File: config.mk
export PLATFORM = sky130hd
export DESIGN_NAME = vga_text_render
export DESIGN_NICKNAME = d
export VERILOG_FILES = /design/src/rtl/vga_text_render.sv
export SDC_FILE = /design/constraint.sdc
export NUM_CORES = 1
export LEC_CHECK = 0
export CAP_MARGIN = 15
export CORE_ASPECT_RATIO = 0.7
export CORE_UTILIZATION = 38
export CTS_BUF_LIST = sky130_fd_sc_hd__clkbuf_2 sky130_fd_sc_hd__clkbuf_4 sky130_fd_sc_hd__clkbuf_8
export CTS_CLUSTER_SIZE = 14
export DETAILED_ROUTE_END_ITERATION = 7
export GPL_TIMING_DRIVEN = 0
export PLACE_DENSITY = 0.78
export SLEW_MARGIN = 20
export SYNTH_ARGS = -nofsm -noshare
export SYNTH_HDL_FRONTEND = slang
export SYNTH_SLANG_ARGS = --single-unit
File: constraint.sdc
create_clock -name pclk -period 1.2 [get_ports pclk]
set_clock_uncertainty 0.05 [all_clocks]
set_input_delay 0.3 -clock pclk [delete_from_list [all_inputs] [get_ports pclk]]
set_output_delay 0.3 -clock pclk [all_outputs]
set_load 0.02 [all_outputs]
File: src/rtl/vga_text_render.sv
`default_nettype none
// ============================================================================
// vga_text_render : 80x30 text-mode pixel source, 8x16 glyphs, 4-cycle latency
// Optional macro  : VGA_TEXT_ATTR_COLOR_EN (per-character CGA fg/bg attributes)
// Revision        : 1.0
// ============================================================================
module vga_text_render #(
  parameter int          BLINK_FRAMES = 30,
  parameter logic [23:0] FG_COLOR     = 24'hAAAAAA,
  parameter logic [23:0] BG_COLOR     = 24'h000000
) (
  input  logic        pclk,
  input  logic        reset_n,
  input  logic [9:0]  h_addr,
  input  logic [9:0]  v_addr,
  input  logic        valid_i,
  input  logic        hsync_i,
  input  logic        vsync_i,
  input  logic [6:0]  cur_x,
  input  logic [4:0]  cur_y,
  output logic [11:0] char_addr,
  input  logic [15:0] char_data,
  output logic [11:0] font_addr,
  input  logic [7:0]  font_data,
  output logic        hsync_o,
  output logic        vsync_o,
  output logic        valid_o,
  output logic [23:0] vga_data
);

  localparam logic [7:0] BLINK_LAST = 8'(BLINK_FRAMES - 1);

  logic [6:0]  col;
  logic [4:0]  row;
  logic        frame_start;
  logic        inv;
  logic [23:0] fg_c, bg_c;

  // S1
  logic [11:0] char_addr_q, char_addr_d;
  logic [3:0]  glyph_row1_q, glyph_row1_d;
  logic [2:0]  px1_q, px1_d;
  logic        hit1_q, hit1_d, valid1_q, valid1_d, hs1_q, hs1_d, vs1_q, vs1_d;
  // S2
  logic [11:0] font_addr_q, font_addr_d;
  logic [2:0]  px2_q, px2_d;
  logic        cur2_q, cur2_d, valid2_q, valid2_d, hs2_q, hs2_d, vs2_q, vs2_d;
  // S3
  logic        bit3_q, bit3_d, cur3_q, cur3_d, valid3_q, valid3_d, hs3_q, hs3_d, vs3_q, vs3_d;
  // S4
  logic [23:0] vga_data_q, vga_data_d;
  logic        valid4_q, valid4_d, hs4_q, hs4_d, vs4_q, vs4_d;
  // Blink
  logic        vs_prev_q, vs_prev_d, blink_on_q, blink_on_d;
  logic [7:0]  cnt_q, cnt_d;

`ifdef VGA_TEXT_ATTR_COLOR_EN
  logic [7:0] attr2_q, attr2_d;
  logic [3:0] fg_idx3_q, fg_idx3_d, bg_idx3_q, bg_idx3_d;
  logic       unused_ok;

  function automatic logic [23:0] cga(input logic [3:0] idx);
    case (idx)
      4'd0:    cga = 24'h000000;
      4'd1:    cga = 24'h0000AA;
      4'd2:    cga = 24'h00AA00;
      4'd3:    cga = 24'h00AAAA;
      4'd4:    cga = 24'hAA0000;
      4'd5:    cga = 24'hAA00AA;
      4'd6:    cga = 24'hAA5500;
      4'd7:    cga = 24'hAAAAAA;
      4'd8:    cga = 24'h555555;
      4'd9:    cga = 24'h5555FF;
      4'd10:   cga = 24'h55FF55;
      4'd11:   cga = 24'h55FFFF;
      4'd12:   cga = 24'hFF5555;
      4'd13:   cga = 24'hFF55FF;
      4'd14:   cga = 24'hFFFF55;
      default: cga = 24'hFFFFFF;
    endcase
  endfunction

  assign attr2_d   = char_data[15:8];
  assign fg_idx3_d = attr2_q[3:0];
  assign bg_idx3_d = attr2_q[7:4];
  assign fg_c      = cga(fg_idx3_q);
  assign bg_c      = cga(bg_idx3_q);
  assign unused_ok = v_addr[9];
`else
  logic unused_ok;
  assign fg_c      = FG_COLOR;
  assign bg_c      = BG_COLOR;
  assign unused_ok = ^{v_addr[9], char_data[15:8]};
`endif

  assign col         = h_addr[9:3];
  assign row         = v_addr[8:4];
  assign frame_start = vsync_i & ~vs_prev_q;
  // Cursor occupies only the bottom two glyph rows of its cell.
  assign inv         = cur3_q & blink_on_q;

  always_comb begin
    char_addr_d  = {1'b0, row, 6'b0} + {3'b0, row, 4'b0} + {5'b0, col};
    glyph_row1_d = v_addr[3:0];
    px1_d        = h_addr[2:0];
    hit1_d       = (col == cur_x) && (row == cur_y);
    valid1_d     = valid_i;
    hs1_d        = hsync_i;
    vs1_d        = vsync_i;

    font_addr_d  = {char_data[7:0], glyph_row1_q};
    px2_d        = px1_q;
    cur2_d       = hit1_q && (glyph_row1_q >= 4'd14);
    valid2_d     = valid1_q;
    hs2_d        = hs1_q;
    vs2_d        = vs1_q;

    bit3_d       = font_data[3'd7 - px2_q];
    cur3_d       = cur2_q;
    valid3_d     = valid2_q;
    hs3_d        = hs2_q;
    vs3_d        = vs2_q;

    vga_data_d   = valid3_q ? ((bit3_q ^ inv) ? fg_c : bg_c) : 24'h000000;
    valid4_d     = valid3_q;
    hs4_d        = hs3_q;
    vs4_d        = vs3_q;

    vs_prev_d    = vsync_i;
    cnt_d        = cnt_q;
    blink_on_d   = blink_on_q;
    if (frame_start) begin
      if (cnt_q == BLINK_LAST) begin
        cnt_d      = 8'd0;
        blink_on_d = ~blink_on_q;
      end else begin
        cnt_d      = cnt_q + 8'd1;
      end
    end
  end

  always_ff @(posedge pclk or negedge reset_n) begin
    if (!reset_n) begin
      char_addr_q  <= 12'd0;
      glyph_row1_q <= 4'd0;
      px1_q        <= 3'd0;
      hit1_q       <= 1'b0;
      valid1_q     <= 1'b0;
      hs1_q        <= 1'b1;
      vs1_q        <= 1'b1;
      font_addr_q  <= 12'd0;
      px2_q        <= 3'd0;
      cur2_q       <= 1'b0;
      valid2_q     <= 1'b0;
      hs2_q        <= 1'b1;
      vs2_q        <= 1'b1;
      bit3_q       <= 1'b0;
      cur3_q       <= 1'b0;
      valid3_q     <= 1'b0;
      hs3_q        <= 1'b1;
      vs3_q        <= 1'b1;
      vga_data_q   <= 24'd0;
      valid4_q     <= 1'b0;
      hs4_q        <= 1'b1;
      vs4_q        <= 1'b1;
      vs_prev_q    <= 1'b1;
      cnt_q        <= 8'd0;
      blink_on_q   <= 1'b1;
`ifdef VGA_TEXT_ATTR_COLOR_EN
      attr2_q      <= 8'd0;
      fg_idx3_q    <= 4'd0;
      bg_idx3_q    <= 4'd0;
`endif
    end else begin
      char_addr_q  <= char_addr_d;
      glyph_row1_q <= glyph_row1_d;
      px1_q        <= px1_d;
      hit1_q       <= hit1_d;
      valid1_q     <= valid1_d;
      hs1_q        <= hs1_d;
      vs1_q        <= vs1_d;
      font_addr_q  <= font_addr_d;
      px2_q        <= px2_d;
      cur2_q       <= cur2_d;
      valid2_q     <= valid2_d;
      hs2_q        <= hs2_d;
      vs2_q        <= vs2_d;
      bit3_q       <= bit3_d;
      cur3_q       <= cur3_d;
      valid3_q     <= valid3_d;
      hs3_q        <= hs3_d;
      vs3_q        <= vs3_d;
      vga_data_q   <= vga_data_d;
      valid4_q     <= valid4_d;
      hs4_q        <= hs4_d;
      vs4_q        <= vs4_d;
      vs_prev_q    <= vs_prev_d;
      cnt_q        <= cnt_d;
      blink_on_q   <= blink_on_d;
`ifdef VGA_TEXT_ATTR_COLOR_EN
      attr2_q      <= attr2_d;
      fg_idx3_q    <= fg_idx3_d;
      bg_idx3_q    <= bg_idx3_d;
`endif
    end
  end

  assign char_addr = char_addr_q;
  assign font_addr = font_addr_q;
  assign vga_data  = vga_data_q;
  assign valid_o   = valid4_q;
  assign hsync_o   = hs4_q;
  assign vsync_o   = vs4_q;

endmodule
`default_nettype wire

After elaboration in Yosys (flattened, before gate mapping)
Index checks and enable logic that the tools add are counted.
{"block": "totals", "ram_bits": 0, "latch_bits": 0, "register_bits": 83, "mem_count": 0, "output_inout_bits": 51, "elab_cells": 46, "inputBits": 61, "rom_bits": 0}
{"block": "op_classes", "shifts": 0, "n_mux": 5, "n_eq_ne": 3, "n_reduce_logical": 3, "div": 0, "n_addsub": 4, "order_cmp": 2, "mul": 0, "bitwise": 5}
{"operator": "$mux W24", "n": 2}
{"operator": "$add A11 B9 Y12", "n": 1}
{"operator": "$add A12 B7 Y12", "n": 1}
{"operator": "$add A8 B1 Y8 const B", "n": 1}
{"operator": "$eq A8 B5 Y1 const B", "n": 1}
{"operator": "$mux W8", "n": 1}
{"operator": "$eq A7 B7 Y1", "n": 1}
{"operator": "$eq A5 B5 Y1", "n": 1}
{"operator": "$ge A4 B4 Y1 const B", "n": 1}
{"operator": "$lt A3 B4 Y1 const B", "n": 1}
{"operator": "$bmux W1 S3", "n": 1}
{"operator": "$sub A3 B3 Y3 const A", "n": 1}
{"operator": "$and A1 B1 Y1", "n": 2}
{"operator": "$logic_and A1 B1 Y1", "n": 2}
{"operator": "$not A1 Y1", "n": 2}
{"operator": "$reduce_and A2 Y1", "n": 1}
{"operator": "$mux W1", "n": 1}
{"operator": "$xor A1 B1 Y1", "n": 1}

Logic depth before layout (Yosys ltp)
{"block": "depth", "depth_word": 4, "mapped_depth": 8, "ltp_nobuf": 8}

Least setup slack after synthesis
OpenSTA, ideal clock, no wires.
{"block": "synth_timing", "kind": "input -> register", "from": "input port h_addr[9]", "to": "register char_addr_q[10] (netlist: char_addr[10])", "setup_ps": 80, "n_path_buf": 0, "slack_ps": -781, "t_required_ps": 1070, "path_stages": 8, "arrival_time_ps": 1852, "path_cell_list": "inv_1 -> fa_1 -> inv_1 -> ha_1 -> a211oi_1 -> o21ai_0 -> a21oi_1 -> xnor2_1"}
{"block": "synth_between", "elab_chain_len": 1}
{"item": "start: declaration", "line": "14", "rtl": "input logic [9:0] h_addr,"}
{"item": "$add A12 B7 Y12", "line": "103", "rtl": "char_addr_d = {1'b0, row, 6'b0} + {3'b0, row, 4'b0} + {5'b0, col};"}
{"item": "via char_addr_d[10]", "line": "40", "rtl": "logic [11:0] char_addr_q, char_addr_d;"}
{"item": "end signal: assignment", "line": "175", "rtl": "char_addr_q <= char_addr_d;"}
{"item": "end: declaration", "line": "40"}
The timed path passes the listed nets, and every way through them passes these cells.
A chain may end at the register's enable or synchronous reset.

Worst setup path in the final report
{"block": "layout_timing", "from": "input port v_addr[6]", "to": "register char_addr_q[10] (netlist: char_addr[10])"}
{"block": "layout_between", "elab_chain_len": 2}
{"item": "start: declaration", "line": "15", "rtl": "input logic [9:0] v_addr,"}
{"item": "$add A11 B9 Y12", "line": "103"}
{"item": "$add A12 B7 Y12", "line": "103"}
{"item": "via char_addr_d[10]", "line": "40"}
The timed path passes the listed nets, and every way through them passes these cells.

==> results.md <==
* Vertical extent of the die at 68.8 um
* Cell area after synthesis at between 2000 and 2500 um^2
* Drt total wl at between 5000 and 6000 um
* Violations in the final reports: setup timing
* Grt total ovfl at 0
* Remaining number of nets flagged by the antenna check after routing at 0
* Crit Path Max Fanout at 2
* Final critical delay including setup and external delays at about 1.6 ns
* Worst Min Path Start: vsync_i
* Relative area change from synthesis to final layout at 71.0%
* Average vias per placed instance at 4.44
* Starting DRC count in detailed routing at 38
* Seq cells post-synth at 60
* Endpoints failing setup at 29
* Arrival time at the worst endpoint at between 1.5 and 2 ns
* Area share of the leading cell type in the synthesized netlist at between 50% and 60%
* Crit path kind: in2reg
* Count of cells along the worst hold path at 1
* Wire length of the first global-routing pass at approximately 8000 um
* Count leader, synth: sky130_fd_sc_hd__dfrtp_1
* Pre-CTS worst setup slack at -1.34 ns
* Last element of the critical path: char_addr[10]$_DFF_PN0_
* R2R Path Start: cnt_q[1]$_DFFE_PN0P_
* Met2 layer usage reported by global route at between 30% and 40%
* Leakage dissipation at about 1.9 nW
* Post-layout total power at 6.05 mW
* Root Buffer: sky130_fd_sc_hd__clkbuf_8
* Maximum achievable frequency at 607 MHz
* Top post-synthesis cells by area: sky130_fd_sc_hd__dfrtp_1 (53%), sky130_fd_sc_hd__dfstp_2 (9.8%), sky130_fd_sc_hd__buf_4 (7.1%), sky130_fd_sc_hd__xnor2_1 (6.1%), sky130_fd_sc_hd__ha_1 (5.7%)
* Global-route usage over all layers at 16.5%
* Run status: finished with violations
* WP data required at between 1 and 1.5 ns
* Avg Inst Size Synth at roughly 14 um^2
* Met3 track demand over resource in global routing at roughly 9.2%
* Type of the most critical hold path: in2reg
* Commonest cells in the synthesized netlist: sky130_fd_sc_hd__dfrtp_1 (51), sky130_fd_sc_hd__buf_4 (23), sky130_fd_sc_hd__xnor2_1 (17)
* TritonCTS sink count at 60
* First-pass iteration count of the detailed router at 4
* Number of antenna violations at the first check in global routing at 0
* I/O Buffers at 90
* Antenna diode count at 0
* Core Box Area at between 5000 and 6000 um^2
* PwrDens at approximately 1500 nW/um^2
* Maximum number of pins on one net before global-route repair at 57
* Portion of the post-synthesis area used by sequential elements at slightly above 60%
* DIE WIDTH at roughly 97 um
* Largest area contributor in the synthesized netlist: sky130_fd_sc_hd__dfrtp_1
* Area of combinational cells with multiple inputs at around 900 um^2
* Number of synthesized flops with an enable pin at 0
* R2R depth at 6
* Clock latency on the worst-skew pair at approximately 0.33 ns
* Worst setup margin at -0.446 ns
* Maximum Capacitance Violations at 0
* Top flip-flop cell by instance count after synthesis: sky130_fd_sc_hd__dfrtp_1
* Number of warnings printed during yosys synthesis at 0
* FF+latch area at approximately 1500 um^2
* Layer with the highest usage: met2
* Maximum count of clock buffers along a single path at 2
* Die ar. at between 6000 and 7000 um^2
* Critical path launch point: v_addr[6]
* RD Place Congestion at about 0.77
* Via count of the first global-routing pass at around 1800
* Number of hold violations in the final report at 0
* RSZ-0062 raised after global routing: true
* Per-cell routed wire length at about 13 um
* Post-synthesis async set-or-reset flop share at 100%
* Cells after Synth at 178
* TritonCTS clock tree: done
* CTS Buf Count at 9
* Initial core utilization at between 40% and 50%
* # nets final at a little under 400
* RR Endpoint: blink_on_q$_DFFE_PN1P_
* Final period util at 137%
* Post-detail-place hpwl at ~3500 um
* Num rows at 23
* Slack of the worst reg-to-reg path at -0.18 ns
* CP Launch Type: primary input
* Nature of the critical path endpoint: flip-flop
* Maximum vdd drop at ~0.00073 V
* Layout fillers at ~430
* DRC viols at 0
* Reg clk slew, reported paths at 0.06 ns
* Share of post-route cells with drive strength above 1 at 47.8%
* Final max-slew violation count at 0
* Minimum hold slack at around 0.20 ns
* Routed via count at roughly 1700
* Total number of H-tree levels at 3
* Met1 routing resource usage after global routing at 16.0%
* Count of cell types in the netlist at 35
* Top-level port count at approximately 110
-- stage by stage --
stage          instance area (um^2)  std cells  utilization [%]  TNS [ns]
2_1_floorplan                  2510        189                -     -3.20
4_1_cts                        4020        388             67.8     -6.77
5_1_grt                        4150        391             69.9     -8.97
6_report                       4150        391             69.9     -6.60
3_3_place_gp                   3510        354             59.1   -134.67
3_5_place_dp                   3530        355             59.6    -18.34
-- flip-flops by register name (all words and copies together), names as in the netlist, 3 cells and up --
register / count
px2_q: 3
cnt_q: 8
font_addr: 12
char_addr: 12
glyph_row1_q: 4
px1_q: 3
-- cell usage in the layout (no fill, tap or decap), types with 3 or more instances in the layout --
master                             n
sky130_fd_sc_hd__dfstp_2           9
sky130_fd_sc_hd__ha_4              6
sky130_fd_sc_hd__clkbuf_4          3
sky130_fd_sc_hd__nor2_1            5
sky130_fd_sc_hd__buf_4            28
sky130_fd_sc_hd__nand4_1           5
sky130_fd_sc_hd__ha_1              3
sky130_fd_sc_hd__inv_2             4
sky130_fd_sc_hd__inv_1             4
sky130_fd_sc_hd__dlygate4sd2_1     3
sky130_fd_sc_hd__clkdlybuf4s50_1  41
sky130_fd_sc_hd__nand2_1           4
sky130_fd_sc_hd__clkbuf_8         12
sky130_fd_sc_hd__conb_1           12
sky130_fd_sc_hd__buf_6            57
sky130_fd_sc_hd__dfrtp_1          50
sky130_fd_sc_hd__xnor2_1          17
-- metal layers --
metal / wire length (um) / vias up / share of wire, %
li1: - / 821 / -
met5: 0 / - / 0
met3: 447 / 0 / 8.5
met2: 2900 / 74 / 55
met1: 1910 / 842 / 36
met4: 0 / 0 / 0
-- report_power, final --
| part | switching (mW) | leakage, nW | internal [mW] | total (mW) |
|---|---|---|---|---|
| registers | 0.137 | 0.706 | 2.27 | 2.41 |
| logic | 0.723 | 1.08 | 1.00 | 1.73 |
| clock network | 0.719 | 0.114 | 1.20 | 1.92 |
| total | 1.58 | 1.90 | 4.47 | 6.05 |
-- cell families (layout without fill, tap and decap cells) --
family	count (synthesis)	in the layout	synth area share, %
flops	60	60	62.4
mux	3	3	2.63
xor+xnor	19	19	6.86
buf+inv	34	161	8.88
other cells	1	12	0.155
compound gates	17	17	4.49
simple gates	31	31	7.28
fa+ha+maj	13	13	7.33
-- final cells by class --
| class | count | area share [%] |
|---|---|---|
| Sequential cell | 60 | 36.5 |
| Tap cell | 75 | 2.26 |
| Inverter | 10 | 1.15 |
| Multi-Input combinational cell | 95 | 21.7 |
| Buffer | 22 | 4.89 |
| Clock inverter | 1 | 0.724 |
| Clock buffer | 15 | 4.53 |
| Timing Repair Buffer | 113 | 28.2 |
-- how the worst min path moves through the flow --
stage | endpoint
floorplan | bit3_q$_DFF_PN0_
global placement | valid3_q$_DFF_PN0_
detailed placement | cnt_q[4]$_DFFE_PN0P_
CTS | vs_prev_q$_DFF_PN1_
global route | vs_prev_q$_DFF_PN1_
finish | vs_prev_q$_DFF_PN1_
-- worst max-delay path, cell delays in order --
cell                       delay, ns
sky130_fd_sc_hd__buf_8          0.09
sky130_fd_sc_hd__inv_8          0.03
sky130_fd_sc_hd__fa_2           0.60
sky130_fd_sc_hd__inv_2          0.05
sky130_fd_sc_hd__ha_4           0.22
sky130_fd_sc_hd__a211oi_2       0.19
sky130_fd_sc_hd__o21ai_1        0.08
sky130_fd_sc_hd__a21oi_1        0.15
sky130_fd_sc_hd__xnor2_1        0.13
-- repair_timing --
item | CTS | global route
gates resized for setup | 290 | 27
buffers inserted | 16 | 5
setup endpoints to repair | 55 | 55
endpoints found under the hold margin | 51 | 0
hold buffers | 1 | 0
pin swaps | 20 | 13
Power figures use the tool's default switching activity.
